File: config.mk
export PLATFORM = sky130hd
export DESIGN_NAME = d_phy_slave_adapter_layer
export DESIGN_NICKNAME = d
export VERILOG_FILES = /design/src/rtl/d_phy_slave_adapter_layer.sv
export SDC_FILE = /design/constraint.sdc
export NUM_CORES = 1
export LEC_CHECK = 0
export ABC_CLOCK_PERIOD_IN_PS = 5540
export CAP_MARGIN = 20
export CORE_MARGIN = 2
export CORE_UTILIZATION = 32
export CTS_CLUSTER_SIZE = 28
export DETAILED_ROUTE_END_ITERATION = 8
export PLACE_DENSITY_LB_ADDON = 0.12
export SYNTH_ARGS = -nofsm -noshare
export SYNTH_HDL_FRONTEND = slang
export SYNTH_SLANG_ARGS = --single-unit
File: constraint.sdc
create_clock -name hs_rx_word_clk -period 5.54 [get_ports hs_rx_word_clk]
set_input_delay 1.108 -clock hs_rx_word_clk [delete_from_list [all_inputs] [get_ports hs_rx_word_clk]]
set_output_delay 1.108 -clock hs_rx_word_clk [all_outputs]
set_load 0.01 [all_outputs]
File: src/rtl/d_phy_slave_adapter_layer.sv
// D-PHY receive PHY adapter: deskews N lane byte streams into
// lane-aligned words with burst framing and error flags.
module d_phy_slave_adapter_layer #(
  parameter int N_DATA_LANES = 4,
  parameter int SKEW_DEPTH   = 4,
  parameter int MAX_SKEW     = 3
) (
  input  logic                      hs_rx_word_clk,
  input  logic                      rst,
  input  logic [N_DATA_LANES-1:0]   rx_active_hs,
  input  logic [N_DATA_LANES-1:0]   rx_sync_hs,
  input  logic [N_DATA_LANES-1:0]   rx_valid_hs,
  input  logic [N_DATA_LANES*8-1:0] rx_data_hs,
  input  logic [N_DATA_LANES-1:0]   stop_state,
  output logic                      out_valid,
  input  logic                      out_ready,
  output logic [N_DATA_LANES*8-1:0] out_data,
  output logic                      out_sos,
  output logic                      out_eos,
  output logic                      all_stop,
  output logic                      err_skew,
  output logic                      err_len,
  output logic                      err_overflow,
  output logic [15:0]               burst_words
);

  localparam int N  = N_DATA_LANES;
  localparam int W  = 8 * N;
  localparam int AW = $clog2(SKEW_DEPTH);
  localparam int CW = $clog2(MAX_SKEW + 1);

  typedef enum logic [2:0] {
    S_IDLE, S_ALIGN, S_STREAM, S_FLUSH, S_DROP
  } state_t;

  typedef logic [AW:0] ptr_t;

  state_t          state_q, state_d;
  logic [N-1:0]    synced_q, synced_d;
  logic [CW-1:0]   cnt_q, cnt_d;
  ptr_t            wp_q [N];
  ptr_t            rp_q [N];
  logic [7:0]      mem_q [N][SKEW_DEPTH];
  logic [W-1:0]    la_q, la_d, hd_q, hd_d;
  logic            la_v_q, la_v_d, la_sos_q, la_sos_d;
  logic            hd_v_q, hd_v_d, hd_sos_q, hd_sos_d;
  logic            hd_eos_q, hd_eos_d;
  logic            sos_pend_q, sos_pend_d;
  logic [15:0]     wcnt_q, wcnt_d, bw_q, bw_d;
  logic            e_skew_q, e_len_q, e_ovf_q;
  logic            e_skew, e_len, e_ovf;
  logic            stop_q;

  logic [N-1:0]    empty, full, push, wr;
  logic [W-1:0]    head;
  logic            in_rx, all_ne, any_ne, act_any;
  logic            hd_free, pop, ovf, clr;

  always_comb begin
    empty = '0;
    full  = '0;
    push  = '0;
    wr    = '0;
    head  = '0;
    in_rx = (state_q == S_ALIGN) || (state_q == S_STREAM);
    for (int i = 0; i < N; i++) begin
      empty[i] = wp_q[i] == rp_q[i];
      full[i]  = (wp_q[i][AW] != rp_q[i][AW]) &&
                 (wp_q[i][AW-1:0] == rp_q[i][AW-1:0]);
      push[i]  = in_rx && synced_q[i] && rx_valid_hs[i];
      head[8*i +: 8] = mem_q[i][rp_q[i][AW-1:0]];
    end
    all_ne  = &(~empty);
    any_ne  = |(~empty);
    act_any = |rx_active_hs;
    hd_free = !hd_v_q || out_ready;
    pop     = (state_q == S_STREAM) && all_ne && (!la_v_q || hd_free);
    // a full lane still accepts a byte when the word pop frees a slot
    ovf     = |(push & full & {N{~pop}});
    wr      = push & (~full | {N{pop}});
  end

  always_comb begin
    state_d    = state_q;
    synced_d   = synced_q;
    cnt_d      = cnt_q;
    clr        = 1'b0;
    e_skew     = 1'b0;
    e_len      = 1'b0;
    e_ovf      = 1'b0;
    la_d       = la_q;
    la_v_d     = la_v_q;
    la_sos_d   = la_sos_q;
    hd_d       = hd_q;
    hd_v_d     = hd_v_q;
    hd_sos_d   = hd_sos_q;
    hd_eos_d   = hd_eos_q;
    sos_pend_d = sos_pend_q;
    wcnt_d     = wcnt_q;
    bw_d       = bw_q;
    if (hd_v_q && out_ready) begin
      hd_v_d = 1'b0;
      wcnt_d = (wcnt_q == 16'hFFFF) ? wcnt_q : wcnt_q + 16'd1;
    end
    if (pop) begin
      if (la_v_q) begin
        hd_d     = la_q;
        hd_v_d   = 1'b1;
        hd_sos_d = la_sos_q;
        hd_eos_d = 1'b0;
      end
      la_d       = head;
      la_v_d     = 1'b1;
      la_sos_d   = sos_pend_q;
      sos_pend_d = 1'b0;
    end
    unique case (state_q)
      S_IDLE: begin
        clr        = 1'b1;
        wcnt_d     = '0;
        sos_pend_d = 1'b1;
        synced_d   = '0;
        cnt_d      = '0;
        if (|rx_sync_hs) begin
          synced_d = rx_sync_hs;
          state_d  = (&rx_sync_hs) ? S_STREAM : S_ALIGN;
        end
      end
      S_ALIGN: begin
        synced_d = synced_q | rx_sync_hs;
        cnt_d    = cnt_q + CW'(1);
        if (ovf) begin
          e_ovf   = 1'b1;
          state_d = S_DROP;
        end else if (&synced_d) begin
          state_d = S_STREAM;
        end else if (cnt_d == CW'(MAX_SKEW)) begin
          e_skew  = 1'b1;
          state_d = S_DROP;
        end
      end
      S_STREAM: begin
        if (ovf) begin
          e_ovf   = 1'b1;
          state_d = S_DROP;
        end else if (!act_any && !any_ne) begin
          state_d = S_FLUSH;
        end else if (!act_any && !all_ne) begin
          e_len   = 1'b1;
          clr     = 1'b1;
          state_d = S_FLUSH;
        end
      end
      S_FLUSH: begin
        if (la_v_q && hd_free) begin
          hd_d     = la_q;
          hd_v_d   = 1'b1;
          hd_sos_d = la_sos_q;
          hd_eos_d = 1'b1;
          la_v_d   = 1'b0;
        end else if (!la_v_q && hd_v_q && hd_eos_q && out_ready) begin
          bw_d    = wcnt_d;
          state_d = S_IDLE;
        end else if (!la_v_q && !hd_v_q) begin
          bw_d    = wcnt_q;
          state_d = S_IDLE;
        end
      end
      S_DROP: begin
        if (!act_any) state_d = S_IDLE;
      end
      default: state_d = S_IDLE;
    endcase
    if (state_d == S_DROP) begin
      clr      = 1'b1;
      la_v_d   = 1'b0;
      hd_v_d   = 1'b0;
      hd_sos_d = 1'b0;
      hd_eos_d = 1'b0;
    end
  end

  always_ff @(posedge hs_rx_word_clk) begin
    if (rst) begin
      for (int i = 0; i < N; i++) begin
        wp_q[i] <= '0;
        rp_q[i] <= '0;
      end
    end else begin
      for (int i = 0; i < N; i++) begin
        if (clr) begin
          wp_q[i] <= '0;
          rp_q[i] <= '0;
        end else begin
          if (wr[i]) wp_q[i] <= wp_q[i] + ptr_t'(1);
          if (pop)   rp_q[i] <= rp_q[i] + ptr_t'(1);
        end
      end
    end
  end

  always_ff @(posedge hs_rx_word_clk) begin
    for (int i = 0; i < N; i++)
      if (wr[i]) mem_q[i][wp_q[i][AW-1:0]] <= rx_data_hs[8*i +: 8];
  end

  always_ff @(posedge hs_rx_word_clk) begin
    if (rst) begin
      state_q    <= S_IDLE;
      synced_q   <= '0;
      cnt_q      <= '0;
      la_q       <= '0;
      la_v_q     <= 1'b0;
      la_sos_q   <= 1'b0;
      hd_q       <= '0;
      hd_v_q     <= 1'b0;
      hd_sos_q   <= 1'b0;
      hd_eos_q   <= 1'b0;
      sos_pend_q <= 1'b0;
      wcnt_q     <= '0;
      bw_q       <= '0;
      e_skew_q   <= 1'b0;
      e_len_q    <= 1'b0;
      e_ovf_q    <= 1'b0;
      stop_q     <= 1'b0;
    end else begin
      state_q    <= state_d;
      synced_q   <= synced_d;
      cnt_q      <= cnt_d;
      la_q       <= la_d;
      la_v_q     <= la_v_d;
      la_sos_q   <= la_sos_d;
      hd_q       <= hd_d;
      hd_v_q     <= hd_v_d;
      hd_sos_q   <= hd_sos_d;
      hd_eos_q   <= hd_eos_d;
      sos_pend_q <= sos_pend_d;
      wcnt_q     <= wcnt_d;
      bw_q       <= bw_d;
      e_skew_q   <= e_skew;
      e_len_q    <= e_len;
      e_ovf_q    <= e_ovf;
      stop_q     <= &stop_state;
    end
  end

  assign out_valid    = hd_v_q;
  assign out_data     = hd_q;
  assign out_sos      = hd_sos_q;
  assign out_eos      = hd_eos_q;
  assign all_stop     = stop_q;
  assign err_skew     = e_skew_q;
  assign err_len      = e_len_q;
  assign err_overflow = e_ovf_q;
  assign burst_words  = bw_q;

endmodule

==> results of run 1 <==
metrics by stage:
step           total power (W)  util [%]  instances  hold WS (ns)
2_1_floorplan          0.00272         -        912         0.432
6_report               0.00488      39.4       1486         0.451
5_1_grt                0.00510      39.4       1485         0.467
3_3_place_gp           0.00289      36.4       1429         0.442
3_5_place_dp           0.00289      36.4       1429         0.442
4_1_cts                0.00495      39.4       1485         0.451
cell usage in the layout (no fill, tap or decap), types with 19 or more instances in the layout:
| master | count |
|---|---|
| nor2_1 | 54 |
| xnor2_1 | 21 |
| nand2_1 | 167 |
| clkbuf_16 | 30 |
| a21oi_1 | 78 |
| dfxtp_1 | 115 |
| edfxtp_1 | 152 |
| clkdlybuf4s50_1 | 104 |
| ha_1 | 22 |
| nor3_1 | 19 |
| and2_1 | 21 |
| mux4_2 | 29 |
| xor2_1 | 19 |
state kept, by name, indices dropped and copies added, names as in the netlist, 2 cells and up:
name / cells
rp_q: 12
mem_q: 128
out_data: 32
wp_q: 12
burst_words: 16
la_q: 32
wcnt_q: 16
cnt_q: 2
state_q: 3
synced_q: 4
final cells by class:
type | instances | area [um^2] | area share, %
tap | 455 | 569 | 4.21
multi-input combinational | 580 | 3890 | 28.8
timing repair buffer | 112 | 1100 | 8.14
inverter | 15 | 56.3 | 0.416
clock inverter | 23 | 260 | 1.92
clock buffer | 33 | 772 | 5.71
sequential | 267 | 6870 | 50.8
antenna | 1 | 2.50 | 0.0185
layer usage:
| metal | vias up | wire, um | track usage, % | share of wire [%] |
|---|---|---|---|---|
| met1 | 3436 | 11400 | 18.6 | 45 |
| met5 | - | 16 | 0 | 0.063 |
| li1 | 3504 | - | - | - |
| met2 | 118 | 12500 | 24.9 | 49 |
| met4 | 2 | 424 | 3.13 | 1.7 |
| met3 | 34 | 1080 | 2.66 | 4.2 |
worst max-delay path by stage:
stage                  to  depth (start not counted)
3_3_place_gp   rp_q[1][2]                          8
5_1_grt        rp_q[2][0]                          6
4_1_cts        rp_q[2][0]                          6
6_report       rp_q[2][0]                          6
2_1_floorplan  rp_q[0][0]                          7
3_5_place_dp   rp_q[2][1]                          8
critical path, cell delays in order, from the launching register on:
cell and delay [ns]:
edfxtp_1 0.82, xnor2_2 0.18, and3b_4 0.24, or4_4 0.62, o211ai_4 0.31, a41o_2 0.48
or3_1 0.40
power by group through the flow:
stage               sequential (W)  clock (W)  combinational (W)
floorplan                  0.00226          0           0.000459
global placement           0.00235          0           0.000543
detailed placement         0.00235          0           0.000543
CTS                        0.00231    0.00210           0.000545
global route               0.00232    0.00218           0.000594
finish                     0.00230    0.00204           0.000534
kinds of logic (layout without fill, tap and decap cells):
logic type	after synthesis	in the layout	share of synthesized area [%]
buffers and inverters	65	183	2.76
other	0	1	0
and+or+nand+nor	345	345	15.0
xor gates and xnor gates	41	41	3.31
AOI/OAI and AO/OA	136	136	7.35
adders and majority gates	22	22	2.49
DFF	267	267	62.1
muxes	36	36	6.98
==> parameters.txt, run 1 <==
Parameter                              Value

Synthesis
  Part of the Yosys area used for sequential elements    62.1%
  Post-synth ARST share    0%
  Number of enable-type register cells in the synthesized netlist    152
  Most frequently used cell type in the post-synthesis netlist    nand2_1
  Net Count, Synth    985
  Synth Instances    912
  Post-synth top area share    41.3%
  Cells taking the most area after synthesis    edfxtp_1, dfxtp_1, mux4_2
  Synthesized cell area    11100 um^2
  #FFs+latches synth    267
  Yosys cell types    60
  List of most frequent post-synthesis cells    nand2_1, edfxtp_1, dfxtp_1, a21oi_1, nor2_1
  Number of warnings issued by yosys    0
  Synth Area per Inst    12.1 um^2
  Cell taking the most area after synthesis    edfxtp_1
  Synth Flop Type    edfxtp_1

Floorplanning
  Cell row count    68
  Die Width    190 um
  Initial core utilization    32.3%
  Die area    36100 um^2
  Die Height    190 um
  Core Region    34300 um^2
  Num ports    106

Setup path
  Type of element capturing the critical path    flop
  Largest fanout on the critical path    18
  Crit path DAT    3.63 ns
  Number of cells on the worst reg-to-reg path    6
  Crit path required time    5.75 ns
  Worst r2r dst    rp_q[2][0]
  R2R setup slack    2.12 ns
  Setup crit start    rp_q[1][0]
  Crit path launch type    flop
  Launch instance of the worst register-to-register path    rp_q[1][0]
  Start-to-end type of the worst setup path    reg -> reg

Layout
  Finished layout cell area    13500 um^2
  Layout overhead on the synthesized area    22.3%
  Count of fill cells added during filler insertion    3317
  Fraction of final layout cells with drive strength greater than 1    10.0%
  Nets    1079

Detailed routing
  DR vias    7094
  Iteration count of the initial detailed-routing pass    4
  Via count normalized by instance count    4.77
  Detail Route Antenna Nets    0
  Iter 0 DRT Violations    326
  Per-cell routed wire length    17.1 um
  Count of unresolved DRC violations after routing    0
  Final Routed Wirelength    25400 um

CTS
  Post-cts repair resize count    0
  TritonCTS clock tree    built
  Number of buffers inserted by post-CTS setup repair    0
  Skew-Pair Late Insertion Delay    0.55 ns
  Sinks on Clock Net    267
  Clk pin slew, worst setup/hold paths    0.06 ns
  Root buf cell    clkbuf_16
  H-tree lvl count    1
  Number of buffers on the longest clock path    3
  Number of buffers created by CTS    30
  Count of hold-fix buffers inserted at cts    0

Power and ir drop
  Switching power summed over all nets    0.00120 W
  Max IR drop VDD    281 uV
  Combinational fraction of design power    11.0%
  Cell internal power dissipation    0.00367 W
  Clock network power share    41.8%
  Total power divided by cell area    361 nW/um^2
  Part of the total power dissipated in sequential elements    47.3%
  Switching Share    24.6%
  Leakage component of the power    4.33 nW

Global route
  Number of antenna violations at the first check in global routing    3
  Via count of the first global-routing pass    7159
  Pin count of the biggest net entering global routing    76
  Overall Global Routing Usage    14.3%
  Overflow after GRT    0
  Wire length of the first global-routing pass    40500 um

STA
  Number of slew-limit violations in the final report    0
  Final setup fails    0
  Actual transition at the worst max-transition pin    1.08 ns
  Final worst-path cycle share    61.7%
  Fmax    292 MHz
  Number of hold violations in the final report    0
  Setup repair after global routing missed its margin    false
  Final min period    3.42 ns
  Max-Slew Margin vs Limit    27.3%
  Final worst-path setup slack    2.12 ns
  Clock Skew    0.0169 ns
  Post-route setup TNS    0 ns

Placed design
  PortBufs    105
  Last weighted congestion value of the routability-driven placer    0.731
  Pre-CTS setup slack    1.63 ns
  Placement Cell Area    12500 um^2
  HPWL after detailed placement    17000 um

Min path
  Hold worst-path end    out_data[23]
  Hold crit path type    reg -> reg
  Startpoint of the worst hold path    la_q[23]
  Cells on Worst Hold Path    2

Run
  Max-cap violations    0

Outcome
  Status    finished, final reports clean
Note: power is estimated with default switching activity, not from simulation.
==> inputs of run 2 (changes only) <==
--- a/config.mk
+++ b/config.mk
@@ -5,7 +5,7 @@
 export SDC_FILE = /design/constraint.sdc
 export NUM_CORES = 1
 export LEC_CHECK = 0
-export ABC_CLOCK_PERIOD_IN_PS = 5540
+export ABC_CLOCK_PERIOD_IN_PS = 3300
 export CAP_MARGIN = 20
 export CORE_MARGIN = 2
 export CORE_UTILIZATION = 32
==> constraint.sdc (replaced) <==
create_clock -name hs_rx_word_clk -period 3.3 [get_ports hs_rx_word_clk]
set_input_delay 0.66 -clock hs_rx_word_clk [delete_from_list [all_inputs] [get_ports hs_rx_word_clk]]
set_output_delay 0.66 -clock hs_rx_word_clk [all_outputs]
set_load 0.01 [all_outputs]
==> run 2 against run 1 <==
Via count increased by 2.3%. Utilization rose by 0.97 points. Critical path depth increased by 1. Sequential power rose by 64%. Flip-flop and latch count stayed put. Non-clock buffer count is 45 higher. Highest routed layer is now met4. Hold slack worse by 0.0016 ns. Global-route usage up 0.19 points. Register-to-register slack got worse by 1.8 ns. Cell area is 2.5% higher.
==> parameters.txt, run 2 (synthesis results as in run 1) <==
Parameter                              Value

Placed design
  PortBufs    105
  HPWL after detailed placement    17200 um
  Last weighted congestion value of the routability-driven placer    0.778

CTS
  H-tree lvl count    1
  Root buf cell    clkbuf_16
  Clk pin slew, worst setup/hold paths    0.06 ns
  Post-cts repair resize count    0
  Number of buffers on the longest clock path    3
  Count of hold-fix buffers inserted at cts    0
  Number of buffers created by CTS    31
  Number of buffers inserted by post-CTS setup repair    0
  TritonCTS clock tree    built
  Skew-Pair Late Insertion Delay    0.56 ns
  Sinks on Clock Net    267

Detailed routing
  Count of unresolved DRC violations after routing    0
  Iter 0 DRT Violations    306
  Routed met2 length    12200 um
  Iteration count of the initial detailed-routing pass    5
  Final Routed Wirelength    25700 um
  Detail Route Antenna Nets    0
  Via count normalized by instance count    4.74
  Uppermost layer routed    met4
  DR vias    7260
  Per-cell routed wire length    16.8 um
  Routed metal-1 wire length    11800 um
  Met3 wirelength from detailed routing    990 um

Floorplanning
  Core Region    34300 um^2
  Cell row count    68
  Initial core utilization    32.3%
  Die area    36100 um^2
  Die Height    190 um
  Num ports    106
  Die Width    190 um

Power and ir drop
  Overall power consumption    0.00820 W
  Total power divided by cell area    592 nW/um^2
  Leakage component of the power    4.56 nW
  Max IR drop VDD    396 uV

Run
  Max-cap violations    0

Layout
  Layout overhead on the synthesized area    25.3%
  Count of fill cells added during filler insertion    3289
  Max reg flops    128
  Most common cell after layout, fill and taps aside    nand2_1
  Commonest cells after routing, fill and taps aside    nand2_1, edfxtp_1, dfxtp_1, clkdlybuf4s50_1, a21oi_1
  Nets    1125
  Fraction of final layout cells with drive strength greater than 1    13.7%
  Number of antenna diodes    0
  Multi-input logic area    3890 um^2
  Flip-flop and latch area    6870 um^2

Setup path
  Crit path launch type    flop
  CP cell instances    xor2_1, and3b_4, or4_4, o211ai_4, a41o_2, buf_4, or3_1
  Cell family with the largest share of critical-path delay    simple AND/OR/NAND/NOR gates
  Type of element capturing the critical path    flop
  Launch instance of the worst register-to-register path    wp_q[1][2]
  Largest fanout on the critical path    12
  Crit path largest cell delay    0.62 ns
  Setup crit start    wp_q[1][2]
  Sum of buffers and inverters on the critical path    1
  Start-to-end type of the worst setup path    reg -> reg
  Crit path DAT    3.19 ns
  Cell with the biggest individual delay on the critical path    or4_4
  Crit path required time    3.56 ns

Global route
  Wire length of the first global-routing pass    41000 um
  Pin count of the biggest net entering global routing    55
  Overflow after GRT    0
  Number of antenna violations at the first check in global routing    0
  Via count of the first global-routing pass    7346
  Overall Global Routing Usage    14.5%

STA
  Fmax    341 MHz
  Final worst-path cycle share    88.8%
  Number of slew-limit violations in the final report    0
  Number of hold violations in the final report    0
  Clock Skew    0.0173 ns
  Final setup fails    0
  Max-Slew Margin vs Limit    58.7%
  Final min period    2.93 ns
  Setup repair after global routing missed its margin    false
  Actual transition at the worst max-transition pin    0.620 ns
  Post-route setup TNS    0 ns

Outcome
  Status    finished, final reports clean

Min path
  Hold crit path type    reg -> reg
  Startpoint of the worst hold path    la_q[1]
[run 2: worst min-delay path: stages, from the launching register on]
cell and delay (ns):
dfxtp_1 0.31, nand2_1 0.05, a21oi_1 0.05
[run 2: metal layers]
metal  vias to the layer above  global-route usage [%]
li1                       3583                       -
met1                      3505                    19.0
met2                       126                    24.7
met3                        46                    2.23
met4                         0                    4.53
met5                         -                       0
[run 2: report_power, final]
group | switching (W) | internal [W] | total [W]
Sequential | 0.000116 | 0.00366 | 0.00377
Clock | 0.00134 | 0.00200 | 0.00334
Combinational | 0.000586 | 0.000504 | 0.00109
Total | 0.00204 | 0.00616 | 0.00820
[run 2: stage by stage]
step	setup WS (ns)	hold WS, ns	instances	util, %	instance area (um^2)
2_1_floorplan	0.549	0.432	912	-	11100
3_3_place_gp	0.0863	0.439	1474	37.5	12800
3_5_place_dp	0.135	0.444	1474	37.5	12800
4_1_cts	0.362	0.451	1531	40.4	13900
5_1_grt	0.227	0.464	1531	40.4	13900
6_report	0.370	0.450	1531	40.4	13900
[run 2: layout make-up]
class,instances,share of cell area [%]
Sequential cell,267,49.6
Timing Repair Buffer,157,10.6
Tap cell,455,4.11
Clock inverter,20,1.36
Clock buffer,37,5.91
Multi-Input combinational cell,580,28.1
Inverter,15,0.406
[run 2: path summary, 6_finish.rpt]
kind / slack [ns] / to / cells past startpoint
setup / recovery: 0.37 / wp_q[3][1] / 7
hold / removal: 0.45 / out_data[1] / 2
setup reg to reg: 0.37 / wp_q[3][1] / 7
hold reg to reg: 0.45 / out_data[1] / 2
